`src/rtl/kuznechik_pkg.sv`:
```
// Shared Kuznechik definitions: round-key geometry and the key-store state encoding.
package kuznechik_pkg;

    localparam int KEY_W   = 128;
    localparam int N_RKEYS = 10;
    localparam int N_PAIRS = 5;

    typedef enum logic [1:0] {
        RKS_IDLE  = 2'd0,
        RKS_LOAD  = 2'd1,
        RKS_READY = 2'd2,
        RKS_ERROR = 2'd3
    } rks_state_t;

endpackage

```
`src/rtl/kuznechik_rkey_rf.sv`:
```
// Round-key pair register file: one 2*KEY_W write port, one registered KEY_W read port
// selecting the upper or lower half of a pair.
module kuznechik_rkey_rf #(
    parameter int KEY_W   = 128,
    parameter int N_PAIRS = 5,
    parameter int PTR_W   = 3
) (
    input  logic               clk,
    input  logic               rst_n,
    input  logic               i_we,
    input  logic [PTR_W-1:0]   i_waddr,
    input  logic [2*KEY_W-1:0] i_wdata,
    input  logic               i_re,
    input  logic               i_rzero,
    input  logic [PTR_W-1:0]   i_raddr,
    input  logic               i_rupper,
    output logic [KEY_W-1:0]   o_rdata
);

    logic [2*KEY_W-1:0] r_mem [N_PAIRS];
    logic [KEY_W-1:0]   r_rdata;
    logic [2*KEY_W-1:0] w_pair;

    always_ff @(posedge clk or negedge rst_n) begin
        if (!rst_n) begin
            for (int i = 0; i < N_PAIRS; i++) r_mem[i] <= '0;
        end else begin
            for (int i = 0; i < N_PAIRS; i++) begin
                if (i_we && (i_waddr == PTR_W'(i))) r_mem[i] <= i_wdata;
            end
        end
    end

    // Out-of-range addresses read as zero rather than aliasing another pair.
    always_comb begin
        w_pair = '0;
        for (int i = 0; i < N_PAIRS; i++) begin
            if (i_raddr == PTR_W'(i)) w_pair = r_mem[i];
        end
    end

    always_ff @(posedge clk or negedge rst_n) begin
        if (!rst_n) begin
            r_rdata <= '0;
        end else if (i_re) begin
            if (i_rzero)       r_rdata <= '0;
            else if (i_rupper) r_rdata <= w_pair[2*KEY_W-1:KEY_W];
            else               r_rdata <= w_pair[KEY_W-1:0];
        end
    end

    assign o_rdata = r_rdata;

endmodule

```
`src/rtl/kuznechik_rkey_store.sv`:
```
// Kuznechik round-key store: runs the key generator once, captures K1..K10 and serves
// them by round index in encrypt or decrypt order.
module kuznechik_rkey_store #(
    parameter int KEY_W   = kuznechik_pkg::KEY_W,
    parameter int N_PAIRS = kuznechik_pkg::N_PAIRS
) (
    input  logic               clk,
    input  logic               rst_n,
    input  logic               start,
    output logic               kg_en,
    input  logic               kg_valid,
    input  logic [2*KEY_W-1:0] kg_keys,
    input  logic               kg_done,
    output logic               keys_ready,
    input  logic               rd_req,
    input  logic               rd_dir,
    input  logic [3:0]         rd_idx,
    output logic               rd_valid,
    output logic [KEY_W-1:0]   rd_key,
    output logic               rd_err,
    output logic               err
);

    import kuznechik_pkg::*;

    localparam int N_KEYS = 2 * N_PAIRS;
    localparam int PTR_W  = (N_PAIRS > 1) ? $clog2(N_PAIRS + 1) : 1;
    localparam logic [PTR_W-1:0] LAST_PAIR = PTR_W'(N_PAIRS - 1);

    rks_state_t       r_state, w_state_nxt;
    logic [PTR_W-1:0] r_wr_ptr, w_wr_ptr_nxt;
    logic             w_we;
    logic             r_rd_valid, r_rd_err;
    logic             w_rd_legal;
    logic [3:0]       w_ord;

    // Zero-based key order: key n-1 where n = idx+1 (encrypt) or N_KEYS-idx (decrypt).
    function automatic logic [3:0] key_ord(input logic dir, input logic [3:0] idx);
        return dir ? (4'(N_KEYS - 1) - idx) : idx;
    endfunction

    always_ff @(posedge clk or negedge rst_n) begin
        if (!rst_n) begin
            r_state  <= RKS_IDLE;
            r_wr_ptr <= '0;
        end else begin
            r_state  <= w_state_nxt;
            r_wr_ptr <= w_wr_ptr_nxt;
        end
    end

    always_comb begin
        w_state_nxt  = r_state;
        w_wr_ptr_nxt = r_wr_ptr;
        w_we         = 1'b0;
        case (r_state)
            RKS_IDLE: begin
                if (start) begin
                    w_state_nxt  = RKS_LOAD;
                    w_wr_ptr_nxt = '0;
                end
            end
            RKS_LOAD: begin
                if (kg_valid) begin
                    w_we         = 1'b1;
                    w_wr_ptr_nxt = r_wr_ptr + 1'b1;
                    if (r_wr_ptr == LAST_PAIR) w_state_nxt = kg_done ? RKS_READY : RKS_ERROR;
                    else if (kg_done)          w_state_nxt = RKS_ERROR;
                end else if (kg_done) begin
                    w_state_nxt = RKS_ERROR;
                end
            end
            // The generator only restarts on reset, so a stray pulse here is unrecoverable.
            RKS_READY: if (kg_valid) w_state_nxt = RKS_ERROR;
            RKS_ERROR: w_state_nxt = RKS_ERROR;
            default:   w_state_nxt = RKS_ERROR;
        endcase
    end

    assign kg_en      = (r_state == RKS_LOAD);
    assign keys_ready = (r_state == RKS_READY);
    assign err        = (r_state == RKS_ERROR);

    assign w_rd_legal = (r_state == RKS_READY) && (rd_idx < 4'(N_KEYS));
    assign w_ord      = key_ord(rd_dir, rd_idx);

    always_ff @(posedge clk or negedge rst_n) begin
        if (!rst_n) begin
            r_rd_valid <= 1'b0;
            r_rd_err   <= 1'b0;
        end else begin
            r_rd_valid <= rd_req;
            r_rd_err   <= rd_req & ~w_rd_legal;
        end
    end

    assign rd_valid = r_rd_valid;
    assign rd_err   = r_rd_err;

    // Odd key numbers (even zero-based order) live in the upper half of their pair.
    kuznechik_rkey_rf #(
        .KEY_W   (KEY_W),
        .N_PAIRS (N_PAIRS),
        .PTR_W   (PTR_W)
    ) u_rf (
        .clk      (clk),
        .rst_n    (rst_n),
        .i_we     (w_we),
        .i_waddr  (r_wr_ptr),
        .i_wdata  (kg_keys),
        .i_re     (rd_req),
        .i_rzero  (~w_rd_legal),
        .i_raddr  (PTR_W'(w_ord >> 1)),
        .i_rupper (~w_ord[0]),
        .o_rdata  (rd_key)
    );

endmodule

```
`config.mk`:
```
export PLATFORM = sky130hd
export DESIGN_NAME = kuznechik_rkey_store
export DESIGN_NICKNAME = d
export VERILOG_FILES = /design/src/rtl/kuznechik_pkg.sv /design/src/rtl/kuznechik_rkey_rf.sv /design/src/rtl/kuznechik_rkey_store.sv
export SDC_FILE = /design/constraint.sdc
export NUM_CORES = 2
export LEC_CHECK = 0
export CAP_MARGIN = 15
export CELL_PAD_IN_SITES_DETAIL_PLACEMENT = 1
export CELL_PAD_IN_SITES_GLOBAL_PLACEMENT = 1
export CORE_MARGIN = 1
export CORE_UTILIZATION = 35
export DETAILED_ROUTE_END_ITERATION = 12
export DONT_BUFFER_PORTS = 1
export PLACE_DENSITY = 0.59
export RECOVER_POWER = 50
export SYNTH_ARGS = -nofsm -noshare
export SYNTH_HDL_FRONTEND = slang
export SYNTH_HIERARCHICAL = 1
export SYNTH_SLANG_ARGS = --single-unit
```
`constraint.sdc`:
```
create_clock -name clk -period 5.1 [get_ports clk]
set_input_delay 1.02 -clock clk [delete_from_list [all_inputs] [get_ports clk]]
set_output_delay 1.02 -clock clk [all_outputs]
set_load 0.02 [all_outputs]
```
== Yosys cells after proc, flatten, opt, wreduce, memory -nomap -nowiden ==
Index checks and enable logic that the tools add are counted.

* Bits in registers: 1,415
* Input port bits: 267
* Output and inout bits: 133
* Logic and storage cells: 61

* Add/sub/neg operators: 2
* $lt $le $gt $ge: 1
* Equality and inequality tests: 14
* Mux-type cells: 20
* Bitwise logic cells: 2
* Reductions and logical operators: 12

{| class="wikitable"
|+ Operators with widths
! cell !! number
|-
| 256-bit two-way mux || 5
|-
| 128-bit two-way mux || 2
|-
| 3-bit by 2-bit == test with 1-bit output (second input constant) || 4
|-
| 2-bit two-way mux || 5
|-
| 2-bit case mux with 4 select lines || 1
|-
| 3-bit by 1-bit == test with 1-bit output (second input constant) || 2
|-
| 3-bit == test (second input constant) || 2
|-
| 1-bit logical AND || 6
|-
| 3-bit logical NOT || 2
|-
| 3-bit two-way mux || 2
|-
| 3-bit case mux with 2 select lines || 1
|-
| 2-bit == test (second input constant) || 2
|-
| 4-bit < comparator (second input constant) || 1
|-
| 4-bit two-way mux || 1
|-
| 2-bit != test (second input constant) || 2
|-
| 4-bit subtractor (first input constant) || 1
|-
| 3-bit by 1-bit adder with 3-bit output (second input constant) || 1
|-
| 1-bit two-way mux || 3
|-
| 3-bit AND reduction || 1
|-
| 2-bit by 1-bit == test with 1-bit output (second input constant) || 1
|-
| 2-bit logical NOT || 1
|-
| 2-bit by 1-bit != test with 1-bit output (second input constant) || 1
|-
| 2-bit AND reduction || 1
|-
| 2-bit nonzero test || 1
|-
| other kinds (2) || 2
|}

== Longest topological paths before layout ==
* Depth in word-level cells: 10
* Mapped depth: 12
* Mapped depth without buffers: 8

== By module ==
The synthesis kept the hierarchy.

{| class="wikitable"
|+ By module, submodules not included
! module !! instances !! cells an instance !! area an instance (sq um)
|-
| kuznechik_rkey_rf || 1 || 4,767 || 62,955.4
|-
| kuznechik_rkey_store || 1 || 44 || 429.2
|}

== Least setup slack after synthesis ==
Ideal clock, no wire load.

* Kind: input to register
* From: input port rd_idx[1]
* To: register u_rf.r_rdata[123] (netlist: u_rf/o_rdata[123])
* Library setup time: 0.082 ns
* Arrival time: 2.804 ns
* Data required time: 5.018 ns
* Setup slack: 2.214 ns
* Stages: 12
* Path through: inv_1 ha_1 nand2_1 o21ai_0 buf_6 or4b_4 buf_6 buf_6 buf_6 o22ai_1 a311oi_1 o22ai_1

* Longest elaborated chain between the ends: 10
* Elaborated cells on any way between the ends: 16
* Those cells by class: 1 x add/sub; 1 x order compare; 4 x eq/ne; 8 x mux; 2 x reduce/logical

{| class="wikitable"
|+ RTL lines
! element !! line !! RTL
|-
| from (decl) || kuznechik_rkey_store.sv:17 || <nowiki>input logic [3:0] rd_idx,</nowiki>
|-
| 4-bit subtractor (*) || kuznechik_rkey_store.sv:39 || <nowiki>return dir ? (4'(N_KEYS - 1) - idx) : idx;</nowiki>
|-
| 4-bit two-way mux (*) || kuznechik_rkey_store.sv:39 ||
|-
| via w_ord[2] || kuznechik_rkey_store.sv:35 || <nowiki>logic [3:0] w_ord;</nowiki>
|-
| 3-bit logical NOT || kuznechik_rkey_rf.sv:38 || <nowiki>if (i_raddr == PTR_W'(i)) w_pair = r_mem[i];</nowiki>
|-
| 256-bit two-way mux (4 in a row) || kuznechik_rkey_rf.sv:38 ||
|-
| 256-bit two-way mux (*) || kuznechik_rkey_rf.sv:38 ||
|-
| 128-bit two-way mux (*) || kuznechik_rkey_rf.sv:47 || <nowiki>else if (i_rupper) r_rdata <= w_pair[2*KEY_W-1:KEY_W];</nowiki>
|-
| 128-bit two-way mux (*) || kuznechik_rkey_rf.sv:46 || <nowiki>if (i_rzero) r_rdata <= '0;</nowiki>
|-
| to (signal assigned) || kuznechik_rkey_rf.sv:47 ||
|-
| to (signal assigned) || kuznechik_rkey_rf.sv:48 || <nowiki>else r_rdata <= w_pair[KEY_W-1:0];</nowiki>
|-
| to (decl) || kuznechik_rkey_rf.sv:21 || <nowiki>logic [KEY_W-1:0] r_rdata;</nowiki>
|}

The timed path passes the listed nets; every way through them passes the cells marked *.
A chain may end at the register's enable or synchronous reset.

== Final worst setup path ==
* From: register r_state[1]
* To: register u_rf/r_mem[1022] (netlist bit)

* Longest elaborated chain between the ends: 3

{| class="wikitable"
|+ RTL lines
! element !! line !! RTL
|-
| from (decl) || kuznechik_rkey_store.sv:30 || <nowiki>rks_state_t r_state, w_state_nxt;</nowiki>
|-
| from (signal assigned) || kuznechik_rkey_store.sv:47 || <nowiki>r_state <= w_state_nxt;</nowiki>
|-
| 2-bit by 1-bit == test with 1-bit output || kuznechik_rkey_store.sv:56 || <nowiki>case (r_state)</nowiki>
|-
| 1-bit two-way mux || kuznechik_rkey_store.sv:56 ||
|-
| via w_we || kuznechik_rkey_store.sv:32 || <nowiki>logic w_we;</nowiki>
|-
| 1-bit logical AND || kuznechik_rkey_rf.sv:29 || <nowiki>if (i_we && (i_waddr == PTR_W'(i))) r_mem[i] <= i_wdata;</nowiki>
|-
| to (signal, indexed assignment) || kuznechik_rkey_rf.sv:29 ||
|-
| to (decl) || kuznechik_rkey_rf.sv:20 || <nowiki>logic [2*KEY_W-1:0] r_mem [N_PAIRS];</nowiki>
|}

The timed path passes the listed nets, and every way through them passes these cells.

==> qor.yml <==
timing:
  max_freq_ghz: 0.268
  finalSetupViolCount: 0
  slew_headroom: -0.511
  setup_tns_ns: 0
  worstMarginPinSlew_ns: 2.27
  rsz0062_at_grt: "false"
  post-route-period-util: 0.731
  slew_violations: 185
  hold_viol: 0
  finClkSkew_ns: 0.0223
  min_period_ns: 3.73
worst_setup_path:
  r2r_cells: 5
  critPathCaptureType: "register"
  arrival_ns: 4.40
  rrSetupSlack_ns: 1.37
  regToRegEndpoint: "u_rf/r_mem[1022]"
  r2r_start: "r_state[1]"
  crit_fanout: 23
  critPathKind: "register to register"
  cp.required_ns: 5.77
  start_kind: "register"
place:
  dp_hpwl_mm: 103
  globalplace.congestion: 0.728
  placed_cells: 6882
  io_buffers: 0
route:
  postRouteAntennaNets: 0
  vias: 39500
  drt-wirelength-per-cell_um: 26.7
  viasPerCell: 5.50
  drt_pass1_iterations: 5
  drc: 0
  drt-initial-drc-count: 2186
  totalWireLength_mm: 191
clock_tree:
  htree_levels: 4
  clock_sinks: 1415
  clock_path_buffers: 3
  cts-buffers-inserted: 165
  cts_tree: "yes"
  post_cts_buffers: 0
  cts_root_buffer: "clkbuf_16"
  clk_latency_ns: 0.80
  cts.clk_slew.worst_paths_ns: 0.06
power:
  peakVddDrop_mv: 0.282
  intPower_w: 0.0201
  p_per_area_mw_per_mm2: 368
  clkPwrFrac: 0.452
  swShare: 0.235
  power_switching_w: 0.00616
  cellLeakagePower_nw: 33.1
  seq_power_share: 0.473
  comb_power_share: 0.075
layout:
  area_growth_pct: 12.4
  stdcell_count: 7181
  nets: 4965
  layout-drive-gt1-share: 0.354
yosys:
  avgSynthCellArea_um2: 13.2
  syn-num-nets: 5081
  syn_area_mm2: 0.0634
  synthFlopType: "dfrtp_1"
  yosysWarnings: 6
  ys_ff_latch: 1415
  ys_types: 46
  synth_edf_count: 0
  yosysSeqAreaShare: 0.559
  synthCells: 4811
  async_flop_share: 1.00
die:
  initial_core_util: 0.354
  die_area_mm2: 0.183
  die_x_um: 428
  core_area_mm2: 0.179
  fp-row-count: 155
  boundaryPins: 400
  dieHeight_um: 428
outcome:
  status: "finished, violations left"
  violations: "max-capacitance violations, max-slew violations"
global_routing:
  overflow: 0
  grt_max_degree: 393
  antenna_found_initial: 6
  grt_pass1_wl_mm: 290
  grt_usage: 0.210
  first_global_vias: 43900
min_path:
  hp-class: "input pin to async pin"
flow_run:
  cap_violations: 5
## cells in the mapped netlist, types with 3 or more instances
master    count  area share
dfrtp_1    1415        0.56
mux2_2     1387        0.25
nand2_1     259       0.015
mux2i_1     258       0.041
nor2_1      239       0.014
buf_2       193       0.015
a21oi_1     147       0.012
clkbuf_1    142      0.0084
nor2b_1     110       0.011
a211oi_1    108       0.013
a32oi_1     107       0.015
nand3_1     107      0.0084
o41a_1      107       0.019
o21ai_0      48      0.0038
inv_1        26      0.0015
nand2b_1     23      0.0023
nor3_1       21      0.0017
a21o_1       20      0.0024
a32o_1       20      0.0032
o211ai_1     20      0.0024
buf_1        16     0.00095
buf_6         4     0.00071
ha_1          3     0.00059
## stage by stage
step           total power (W)   util  hold slack, ns  worst slack (ns)  area, µm²
2_1_floorplan           0.0139      -           0.474              2.21      63400
3_3_place_gp            0.0145  0.368           0.482              1.10      65900
3_5_place_dp            0.0146  0.368           0.488              1.07      65900
4_1_cts                 0.0266  0.398           0.177              1.92      71400
5_1_grt                 0.0273  0.398           0.211              1.15      71300
6_report                0.0262  0.398           0.226              1.37      71300
## registers in the layout, indices dropped and copies added (netlist names)
name / cells
u_rf/r_mem: 1280
r_state: 2
u_rf/o_rdata: 128
r_wr_ptr: 3
rd_err: 1
rd_valid: 1
## cell type report
class                      count  area (µm²)
fill                       18400      108000
tap                         2355        2950
antenna                        4        10.0
clock inverter                30         415
clock buffer                 264        5000
multi-input combinational   3013       26300
inverter                      26        97.6
sequential                  1415       35400
timing repair buffer          74        1040
## per-layer routing
| metal | GRT usage | share of wire | vias to the layer above |
|---|---|---|---|
| met5 | 0 | 0 | - |
| met4 | 0.0643 | 0.027 | 0 |
| met3 | 0.0491 | 0.056 | 258 |
| met2 | 0.355 | 0.49 | 733 |
| met1 | 0.265 | 0.43 | 21300 |
| li1 | - | - | 17200 |
## worst max-delay path by stage
stage	endpoint	slack (ns)	startpoint
final	u_rf/r_mem[1022]	1.37	r_state[1]
after global placement	u_rf/o_rdata[16]	1.10	rd_idx[1]
after detailed placement	u_rf/o_rdata[18]	1.07	rd_idx[1]
after CTS	u_rf/o_rdata[26]	1.92	rd_idx[1]
after global routing	u_rf/r_mem[1022]	1.15	r_state[0]
after floorplan	u_rf/o_rdata[123]	2.21	rd_idx[1]
## what timing repair did
| item | CTS | global route |
|---|---|---|
| hold buffers | 1 | 0 |
| resized for setup | 0 | 0 |
| hold endpoints to repair | 149 | 0 |
## cell families after synthesis
logic type,synth area share
fa+ha+maj,0.000592
simple gates,0.0553
xor+xnor,0.000276
mux,0.287
flops,0.559
compound gates,0.0708
buf+inv,0.0271
## worst max-delay path, cell delays in order, from the launching register on
cell and delay, ns:
dfrtp_1 0.47, and3b_1 0.32, nor4bb_1 0.68, clkbuf_1 0.33, clkbuf_1 1.32, mux2_2 0.45
## layout by cell type, fill, tap and decap left out, types with 3 or more instances in the layout
cell type	instances
inv_1	26
nor2_1	237
mux2i_1	258
ha_1	3
a21oi_1	147
a32oi_1	107
a32o_1	20
clkbuf_16	167
clkbuf_8	46
a211oi_1	108
inv_6	6
clkbuf_1	62
dfrtp_1	1415
nand2b_1	22
buf_12	31
clkinv_8	4
mux2_2	1387
buf_16	7
o21ai_0	47
o41a_1	107
clkinv_2	9
bufinv_16	7
a21o_1	20
nor2b_1	108
nand3_1	107
buf_4	24
diode_2	4
o211ai_1	20
nor3_1	21
nand2_1	259
clkinvlp_4	3
## power by group through the flow
stage	logic (W)	registers, W	clock network (W)
after floorplan	0.00144	0.0125	0
after global placement	0.00193	0.0125	0
after detailed placement	0.00198	0.0126	0
after CTS	0.00201	0.0124	0.0122
after global routing	0.00217	0.0125	0.0126
final	0.00197	0.0124	0.0118
(Power assumes the default switching activity.)
